--- src/rtl/collision_responder.sv ---
// ----------------------------------------------------------------------------
// collision_responder
//
// Consumer side of the collision interface driven by the game controller.
// Collision events qualified by SingleHitPulse are latched during a frame and
// acted on once, on the startOfFrame cycle. The game-state FSM
// (IDLE / PLAY / HIT / OVER) keeps lives and score and produces the
// visibility, respawn and ghost-reset controls. All outputs are registered,
// so every effect appears one clock after the cycle that caused it.
//
// Optional feature (define to enable):
//   COLLISION_RESPONDER_BONUS_LIFE_EN - one extra life, once per game, when
//   the score first reaches BONUS_SCORE.
//
// Ports:
//   clk                in   system clock
//   resetN             in   asynchronous, active-low reset
//   startOfFrame       in   one-cycle pulse per frame
//   SingleHitPulse     in   qualifier; collision levels latch only while high
//   hit_player         in   smiley vs hazard/border collision (level)
//   hit_pickup         in   smiley vs pickup collision (level)
//   hit_ghost          in   ghost vs hazard/border collision (level)
//   start_btn          in   one-cycle start request
//   lives              out  remaining lives (3 bits)
//   score              out  current score (SCORE_W bits, saturating)
//   playing            out  high in PLAY and HIT
//   game_over          out  high in OVER
//   player_visible     out  smiley draw enable
//   respawn_pulse      out  one cycle: return smiley to spawn
//   ghost_reset_pulse  out  one cycle: reverse/reset ghost
// ----------------------------------------------------------------------------
module collision_responder #(
    parameter int unsigned INIT_LIVES    = 3,
    parameter int unsigned MAX_LIVES     = 7,
    parameter int unsigned INVULN_FRAMES = 60,
    parameter int unsigned BLINK_FRAMES  = 4,
    parameter int unsigned SCORE_W       = 16,
    parameter int unsigned PICKUP_POINTS = 10,
    parameter int unsigned BONUS_SCORE   = 500
) (
    input  logic               clk,
    input  logic               resetN,
    input  logic               startOfFrame,
    input  logic               SingleHitPulse,
    input  logic               hit_player,
    input  logic               hit_pickup,
    input  logic               hit_ghost,
    input  logic               start_btn,
    output logic [2:0]         lives,
    output logic [SCORE_W-1:0] score,
    output logic               playing,
    output logic               game_over,
    output logic               player_visible,
    output logic               respawn_pulse,
    output logic               ghost_reset_pulse
);

    localparam int unsigned CNT_W = (INVULN_FRAMES > 1) ? $clog2(INVULN_FRAMES) : 1;

    typedef enum logic [1:0] {
        IDLE,
        PLAY,
        HIT,
        OVER
    } state_t;

    state_t             state_q;
    logic               lat_player_q;
    logic               lat_pickup_q;
    logic               lat_ghost_q;
    logic [CNT_W-1:0]   cnt_q;
    logic [2:0]         lives_q;
    logic [SCORE_W-1:0] score_q;
    logic               playing_q;
    logic               game_over_q;
    logic               visible_q;
    logic               respawn_q;
    logic               ghost_rst_q;

    // Qualified collision inputs for this cycle
    logic q_player;
    logic q_pickup;
    logic q_ghost;

    // Frame-processing results, only consumed on startOfFrame in PLAY/HIT
    logic [SCORE_W:0]   score_sum;
    logic [SCORE_W-1:0] score_inc;
    logic [SCORE_W-1:0] score_proc;
    logic               hit_dec;
    logic               bonus_now;
    logic [3:0]         lives_calc;
    logic [2:0]         lives_proc;
    logic               cnt_last;
    logic               blink_edge;

    assign q_player = SingleHitPulse & hit_player;
    assign q_pickup = SingleHitPulse & hit_pickup;
    assign q_ghost  = SingleHitPulse & hit_ghost;

`ifdef COLLISION_RESPONDER_BONUS_LIFE_EN
    localparam logic [SCORE_W:0] BONUS_TH = (SCORE_W+1)'(BONUS_SCORE);

    logic bonus_done_q;

    assign bonus_now = lat_pickup_q && !bonus_done_q
                       && ({1'b0, score_q} < BONUS_TH)
                       && ({1'b0, score_inc} >= BONUS_TH);
`else
    logic unused_bonus_score;

    assign unused_bonus_score = ^BONUS_SCORE;
    assign bonus_now          = 1'b0;
`endif

    always_comb begin
        score_sum  = {1'b0, score_q} + (SCORE_W+1)'(PICKUP_POINTS);
        score_inc  = score_sum[SCORE_W] ? '1 : score_sum[SCORE_W-1:0];
        score_proc = lat_pickup_q ? score_inc : score_q;

        // A hit only costs a life in PLAY and never drives lives below zero
        hit_dec    = (state_q == PLAY) && lat_player_q && (lives_q != '0);

        // Bonus and hit in the same frame cancel out to a net change of zero
        lives_calc = {1'b0, lives_q} + {3'b000, bonus_now} - {3'b000, hit_dec};
        lives_proc = (lives_calc > 4'(MAX_LIVES)) ? 3'(MAX_LIVES) : lives_calc[2:0];

        cnt_last   = (cnt_q == CNT_W'(INVULN_FRAMES - 1));
        blink_edge = ((32'(cnt_q) % BLINK_FRAMES) == (BLINK_FRAMES - 1));
    end

    always_ff @(posedge clk or negedge resetN) begin
        if (!resetN) begin
            state_q      <= IDLE;
            lat_player_q <= 1'b0;
            lat_pickup_q <= 1'b0;
            lat_ghost_q  <= 1'b0;
            cnt_q        <= '0;
            lives_q      <= '0;
            score_q      <= '0;
            playing_q    <= 1'b0;
            game_over_q  <= 1'b0;
            visible_q    <= 1'b1;
            respawn_q    <= 1'b0;
            ghost_rst_q  <= 1'b0;
`ifdef COLLISION_RESPONDER_BONUS_LIFE_EN
            bonus_done_q <= 1'b0;
`endif
        end else begin
            respawn_q   <= 1'b0;
            ghost_rst_q <= 1'b0;

            // On startOfFrame the latches are reloaded rather than cleared so
            // an event coinciding with the frame boundary lands in the next frame.
            if (startOfFrame) begin
                lat_player_q <= q_player;
                lat_pickup_q <= q_pickup;
                lat_ghost_q  <= q_ghost;
            end else begin
                lat_player_q <= lat_player_q | q_player;
                lat_pickup_q <= lat_pickup_q | q_pickup;
                lat_ghost_q  <= lat_ghost_q  | q_ghost;
            end

            case (state_q)
                // Outside a game nothing is scored, so stale events are dropped
                // and a new game always starts from clean latches.
                IDLE, OVER: begin
                    lat_player_q <= 1'b0;
                    lat_pickup_q <= 1'b0;
                    lat_ghost_q  <= 1'b0;
                    if (start_btn) begin
                        state_q     <= PLAY;
                        lives_q     <= 3'(INIT_LIVES);
                        score_q     <= '0;
                        visible_q   <= 1'b1;
                        playing_q   <= 1'b1;
                        game_over_q <= 1'b0;
                        cnt_q       <= '0;
`ifdef COLLISION_RESPONDER_BONUS_LIFE_EN
                        bonus_done_q <= 1'b0;
`endif
                    end
                end

                PLAY: begin
                    if (startOfFrame) begin
                        score_q     <= score_proc;
                        lives_q     <= lives_proc;
                        ghost_rst_q <= lat_ghost_q;
`ifdef COLLISION_RESPONDER_BONUS_LIFE_EN
                        if (bonus_now) bonus_done_q <= 1'b1;
`endif
                        if (hit_dec) begin
                            respawn_q <= 1'b1;
                            visible_q <= 1'b0;
                            if (lives_proc == '0) begin
                                state_q     <= OVER;
                                playing_q   <= 1'b0;
                                game_over_q <= 1'b1;
                            end else begin
                                state_q <= HIT;
                                cnt_q   <= '0;
                            end
                        end
                    end
                end

                HIT: begin
                    if (startOfFrame) begin
                        score_q     <= score_proc;
                        lives_q     <= lives_proc;
                        ghost_rst_q <= lat_ghost_q;
`ifdef COLLISION_RESPONDER_BONUS_LIFE_EN
                        if (bonus_now) bonus_done_q <= 1'b1;
`endif
                        // The counter value before this frame's increment
                        // decides both the blink and the exit from HIT.
                        if (cnt_last) begin
                            state_q   <= PLAY;
                            visible_q <= 1'b1;
                            cnt_q     <= '0;
                        end else begin
                            cnt_q <= cnt_q + CNT_W'(1);
                            if (blink_edge) visible_q <= ~visible_q;
                        end
                    end
                end

                default: state_q <= IDLE;
            endcase
        end
    end

    assign lives             = lives_q;
    assign score             = score_q;
    assign playing           = playing_q;
    assign game_over         = game_over_q;
    assign player_visible    = visible_q;
    assign respawn_pulse     = respawn_q;
    assign ghost_reset_pulse = ghost_rst_q;

endmodule

--- config.mk ---
export PLATFORM = sky130hd
export DESIGN_NAME = collision_responder
export DESIGN_NICKNAME = d
export VERILOG_FILES = /design/src/rtl/collision_responder.sv
export SDC_FILE = /design/constraint.sdc
export NUM_CORES = 1
export LEC_CHECK = 0
export CORE_MARGIN = 2
export CORE_UTILIZATION = 55
export CTS_CLUSTER_DIAMETER = 80
export CTS_CLUSTER_SIZE = 12
export DETAILED_ROUTE_END_ITERATION = 16
export PLACE_DENSITY = 0.82
export SETUP_SLACK_MARGIN = 0.2
export SYNTH_ARGS = -nofsm -noshare
export SYNTH_HDL_FRONTEND = slang
export SYNTH_SLANG_ARGS = --single-unit
export TNS_END_PERCENT = 50
--- constraint.sdc ---
create_clock -name clk -period 4.9 [get_ports clk]
set_input_delay 0.49 -clock clk [delete_from_list [all_inputs] [get_ports clk]]
set_output_delay 0.49 -clock clk [all_outputs]
set_load 0.02 [all_outputs]
======== After elaboration in Yosys (flattened, before gate mapping) ========
Index checks and enable logic that the tools add are counted.
word-level totals
  bits in registers ....................... 35
  latch bits .............................. 0
  memory bits (writable) .................. 0
  ROM bits ................................ 0
  bits of input ports ..................... 8
  logic and storage cells ................. 102
  memories kept ........................... 0
operators by class
  add/sub/neg operators ................... 3
  multipliers ............................. 0
  divide/modulo/power cells ............... 0
  magnitude comparators ................... 1
  equal/unequal tests ..................... 15
  shift operators ......................... 0
  mux-type cells .......................... 50
  bitwise gates (word level) .............. 7
  reduce and logical (&&, ||, !) cells .... 14
operator list
  kind                                                                     number
  16-bit 2-to-1 mux                                                        4
  6-bit 2-to-1 mux                                                         6
  16-bit case mux with 2 select lines                                      1
  1-bit 2-to-1 mux                                                         25
  5-bit AND reduction                                                      4
  6-bit case mux with 3 select lines                                       1
  16-bit by 4-bit adder with 17-bit output, second input constant          1
  2-bit inequality test, second input constant                             6
  2-bit 2-to-1 mux                                                         5
  3-bit 2-to-1 mux                                                         3
  6-bit by 1-bit adder with 6-bit output, second input constant            1
  2-bit equality test, second input constant                               3
  6-bit equality test, second input constant                               1
  2-bit by 1-bit inequality test with 1-bit output, second input constant  3
  2-bit case mux with 3 select lines                                       1
  3-bit case mux with 2 select lines                                       1
  4-bit by 3-bit > comparator with 1-bit output, second input constant     1
  1-bit case mux with 2 select lines                                       2
  2-bit OR reduction                                                       2
  3-bit by 1-bit subtractor with 4-bit output                              1
  1-bit bitwise AND                                                        3
  3-bit zero test                                                          1
  3-bit inequality test, second input constant                             1
  1-bit bitwise OR                                                         3
  other kinds (9)                                                          10

======== Longest topological paths before layout ========
  word-level depth ........................ 11
  mapped depth ............................ 13
  mapped depth without buffers ............ 11

======== Worst setup path before layout ========
OpenSTA, ideal clock, no wires.
  kind .................................... flip-flop to flip-flop
  from .................................... register state_q[1]
  to ...................................... register cnt_q[5]
  setup time .............................. 92 ps
  arrival ................................. 2345 ps
  path slack .............................. 2464 ps
  stages on the path, launching flop included .. 13
  period minus slack after synthesis ...... 2436 ps
  cell sequence ........................... dfrtp_1 > inv_1 > ha_1 > clkbuf_1 > nand2_1 > a21oi_1 > ha_1 > ha_1 > o211a_2 > a221o_1 > buf_6 > or2_1 > o31ai_2
on the way
  word-level cells in the longest chain between the ends .. 9
  elaborated cells on any way between the ends .. 18
  those cells by class .................... add/sub (1); order compare (1); eq/ne (8); mux (2); reduce/logical (6)
RTL lines
  item                                            RTL line  source
  start, declared                                 67        state_t state_q;
  start signal, assigned                          133       state_q <= IDLE;
  start signal, assigned                          172       state_q <= PLAY;
  start signal, assigned                          197       state_q <= OVER;
  2-bit by 1-bit equality test with 1-bit output  121, 164
  1-bit logical AND (2 in a row)                  121       hit_dec = (state_q == PLAY) && lat_player_q && (lives_q != '0);
  3-bit by 1-bit subtractor with 4-bit output     124       lives_calc = {1'b0, lives_q} + {3'b000, bonus_now} - {3'b000, hit_dec};
  4-bit by 3-bit > comparator with 1-bit output   125       lives_proc = (lives_calc > 4'(MAX_LIVES)) ? 3'(MAX_LIVES) : lives_calc[2:0];
  3-bit 2-to-1 mux                                125
  3-bit zero test                                 196       if (lives_proc == '0) begin
  2-bit inequality test (no source line)          -
  5-bit AND reduction (no source line)            -
  end signal, assigned                            223       cnt_q <= cnt_q + CNT_W'(1);
  end, declared                                   71        logic [CNT_W-1:0] cnt_q;
Several ways; a longest one is shown, not always the timed one.
A chain may end at the register's enable or synchronous reset.

======== Final worst setup path ========
Same ends and word-level chain as after synthesis.

==> impl_metrics.tcl <==
set metrics [dict create \
    diodes 0 \
    die_height_um 62.6 \
    drc 0 \
    wl_per_cell_um 14.7 \
    dp_hpwl_mm 2.96 \
    antenna_left 0 \
    synthCells 207 \
    r2r_start "state_q[1]" \
    synth_nets 221 \
    postCtsSetupRepairBufs 0 \
    vias 1687 \
    drt_pass1_iterations 6 \
    filler_cell_count 276 \
    cts.htree.levels 2 \
    grt_overflow 0 \
    hold_path.class "register to register" \
    slowest_stage "a221o_1" \
    finalCriticalPeriod_ps 2690 \
    worstMarginPinSlew_ps 574 \
    core-area_sq_um 3310 \
    io_buffer_count 31 \
    area_delta_synth_final_pct 22.8 \
    cts-resized-gates 0 \
    cp-end-kind "register" \
    worst-path-stages 11 \
    crit_family "compound AO/OA/AOI/OAI gates" \
    ys_ff_latch 35 \
    clk_path_buf_depth 2 \
    busiest_layer "met2" \
    drive_gt1_share_pct 5.81 \
    hold_buffers 0 \
    reg2reg_slack_ps 2210 \
    rsz0062_at_grt "no" \
    cts_root_buffer "clkbuf_4" \
    rows 21 \
    crit_path_start_kind "register" \
    ys_warn_count 0 \
    skew_ps 6.51 \
    syn_area_per_cell_sq_um 9.13 \
    setup_tns_ps 0 \
    rr_worst_depth 11 \
    arrival_ps 2950 \
    grt_antenna_before_repair 0 \
    routed_wl_mm 4.22 \
    synthTopCellsByCount "dfrtp_1, nand2_1, nor2_1" \
    maxCapViolCount 0 \
    clock_latency_ps 340 \
    grt_pass1_wl_mm 7.45 \
    worst_slack_ps 2210 \
    grt_max_degree 36 \
    die_w_um 62.6 \
    clock_sinks 35 \
    drtIter0Drc 119 \
    cts_tree "yes" \
    start_util_pct 57.1 \
    relSlewSlack_pct 61.6 \
    post-synth-top-area-cell "dfrtp_1" \
    grt_use_met2_pct 40.1 \
    status "complete, no violations" \
    ios 32 \
    setup_viol 0 \
    cts_buffers 5 \
    critical_path_buf_inv_count 1 \
    synth-main-ff-cell "dfrtp_1" \
    ys_seq_area_share_pct 46.4 \
    max_stage_delay_ps 450 \
    fin_util_pct 70.1 \
    place_congestion 0.810 \
    critical_path_class "register to register" \
    hold_viol_final 0 \
    cp_max_fo 10 \
    synth_top_area_share_pct 45.0 \
    post-route-period-util_pct 55.0 \
    use_met1_pct 29.3 \
    dieArea_sq_um 3920 \
    crit_top_cell "ha_1" \
    track_usage_pct 23.9 \
    hold_ws_ps 492 \
    clk_pin_slew_ps 110 \
    crit_path_end "cnt_q[5]" \
    via_per_inst 5.88 \
    p_per_area_nw_per_um2 425 \
    synthArstFlopShare_pct 100 \
    synth_edf_count 0 \
    place_ws_ps 2110 \
    use_met3_pct 6.31 \
    fmax_mhz 371 \
    timing.rr.end "cnt_q[5]" \
    power_leakage_nw 1.06 \
    grt_pass1_vias 1643 \
    drv_slew 0 \
    synth_area_sq_um 1890 \
    synth.distinct_cells 42 \
    synth_area_leaders "dfrtp_1, nand2_1, o311ai_0" \
    cp_cell_sequence "inv_1 -> ha_1 -> nand2_1 -> a21oi_1 -> ha_1 -> ha_1 -> or2_1 -> o21ai_1 -> a221o_1 -> or2_1 -> o31ai_2" \
    ir_drop_mv 0.212 \
    startpoint "state_q[1]" \
    nets 254 \
    required_ps 5160 \
]
-- per-layer routing --
layer	share of wire, %	vias to the layer above
li1	-	821
met1	46	820
met2	50	42
met3	3.7	4
met4	0.88	0
met5	0	-
-- area by class of cell --
cell class,count,area (sq um),share of cell area (%)
repair buffers,32,318,13.7
well taps,46,57.6,2.48
flip-flops and latches,35,877,37.8
clock buffers,6,51.3,2.21
inverters,11,41.3,1.78
multi-input cells,155,940,40.5
clock inverters,2,35.0,1.51
-- where the power goes --
group	total [W]	internal (W)	switching (W)	leakage, nW
Sequential	0.000378	0.000337	0.0000408	0.461
Clock	0.000219	0.000121	0.0000987	0.0482
Combinational	0.000388	0.000147	0.000240	0.552
Total	0.000985	0.000605	0.000380	1.06
-- logic make-up (layout without fill, tap and decap cells) --
family / Yosys count / in the layout / share of synthesized area [%]
AND/OR/NAND/NOR: 86 / 86 / 22.2
AO/OA/AOI/OAI: 59 / 59 / 21.4
flip-flops: 35 / 35 / 46.4
buffers and inverters: 17 / 51 / 3.84
adder cells (fa/ha/maj): 6 / 6 / 3.97
multiplexers: 4 / 4 / 2.19
-- state kept, by name (all words and copies together) (netlist names) --
register,count
lives,3
playing,1
cnt_q,6
lat_pickup_q,1
ghost_reset_pulse,1
player_visible,1
score,16
lat_player_q,1
lat_ghost_q,1
state_q,2
respawn_pulse,1
game_over,1
-- cells in the final DEF (no fill, tap or decap), drive strengths merged, types with 2 or more instances in the layout --
master	Yosys	routed
nand2b	3	3
nand2	34	34
nor2b	4	4
nand3	12	12
nor3	3	3
nand4	3	3
a22oi	3	3
o22ai	2	2
dfrtp	34	34
o21ai	15	15
and4	2	2
or2	3	3
nor2	13	13
mux2i	3	3
a21o	2	2
o211a	3	3
a21oi	10	10
inv	11	11
o311ai	9	9
o211ai	4	4
ha	6	6
a31oi	4	4
and3	4	4
clkdlybuf4s50	0	31
and2	2	2
clkbuf	4	6
-- worst register-to-register path, cell delays in order (launching register included) --
cell	delay, ps
dfrtp_1	420
inv_1	60
ha_1	300
nand2_1	90
a21oi_1	160
ha_1	220
ha_1	230
or2_1	120
o21ai_1	80
a221o_1	450
or2_1	310
o31ai_2	180
-- metrics by stage --
stage	total power [W]	area (sq um)	instances
after floorplan	0.000656	1890	207
after global placement	0.000755	2230	279
after detailed placement	0.000767	2230	279
after CTS	0.000985	2320	287
after global routing	0.00106	2320	287
final	0.000985	2320	287
-- worst min-delay path by stage --
stage,cells after the start,slack (ps),to,startpoint
4_1_cts,2,490,score[0],score[0]
2_1_floorplan,0,190,cnt_q[0],resetN
3_3_place_gp,1,470,ghost_reset_pulse,lat_ghost_q
5_1_grt,1,510,ghost_reset_pulse,lat_ghost_q
6_report,2,490,score[0],score[0]
3_5_place_dp,2,470,score[0],score[0]
No activity file was read; power rests on OpenSTA's default activity.
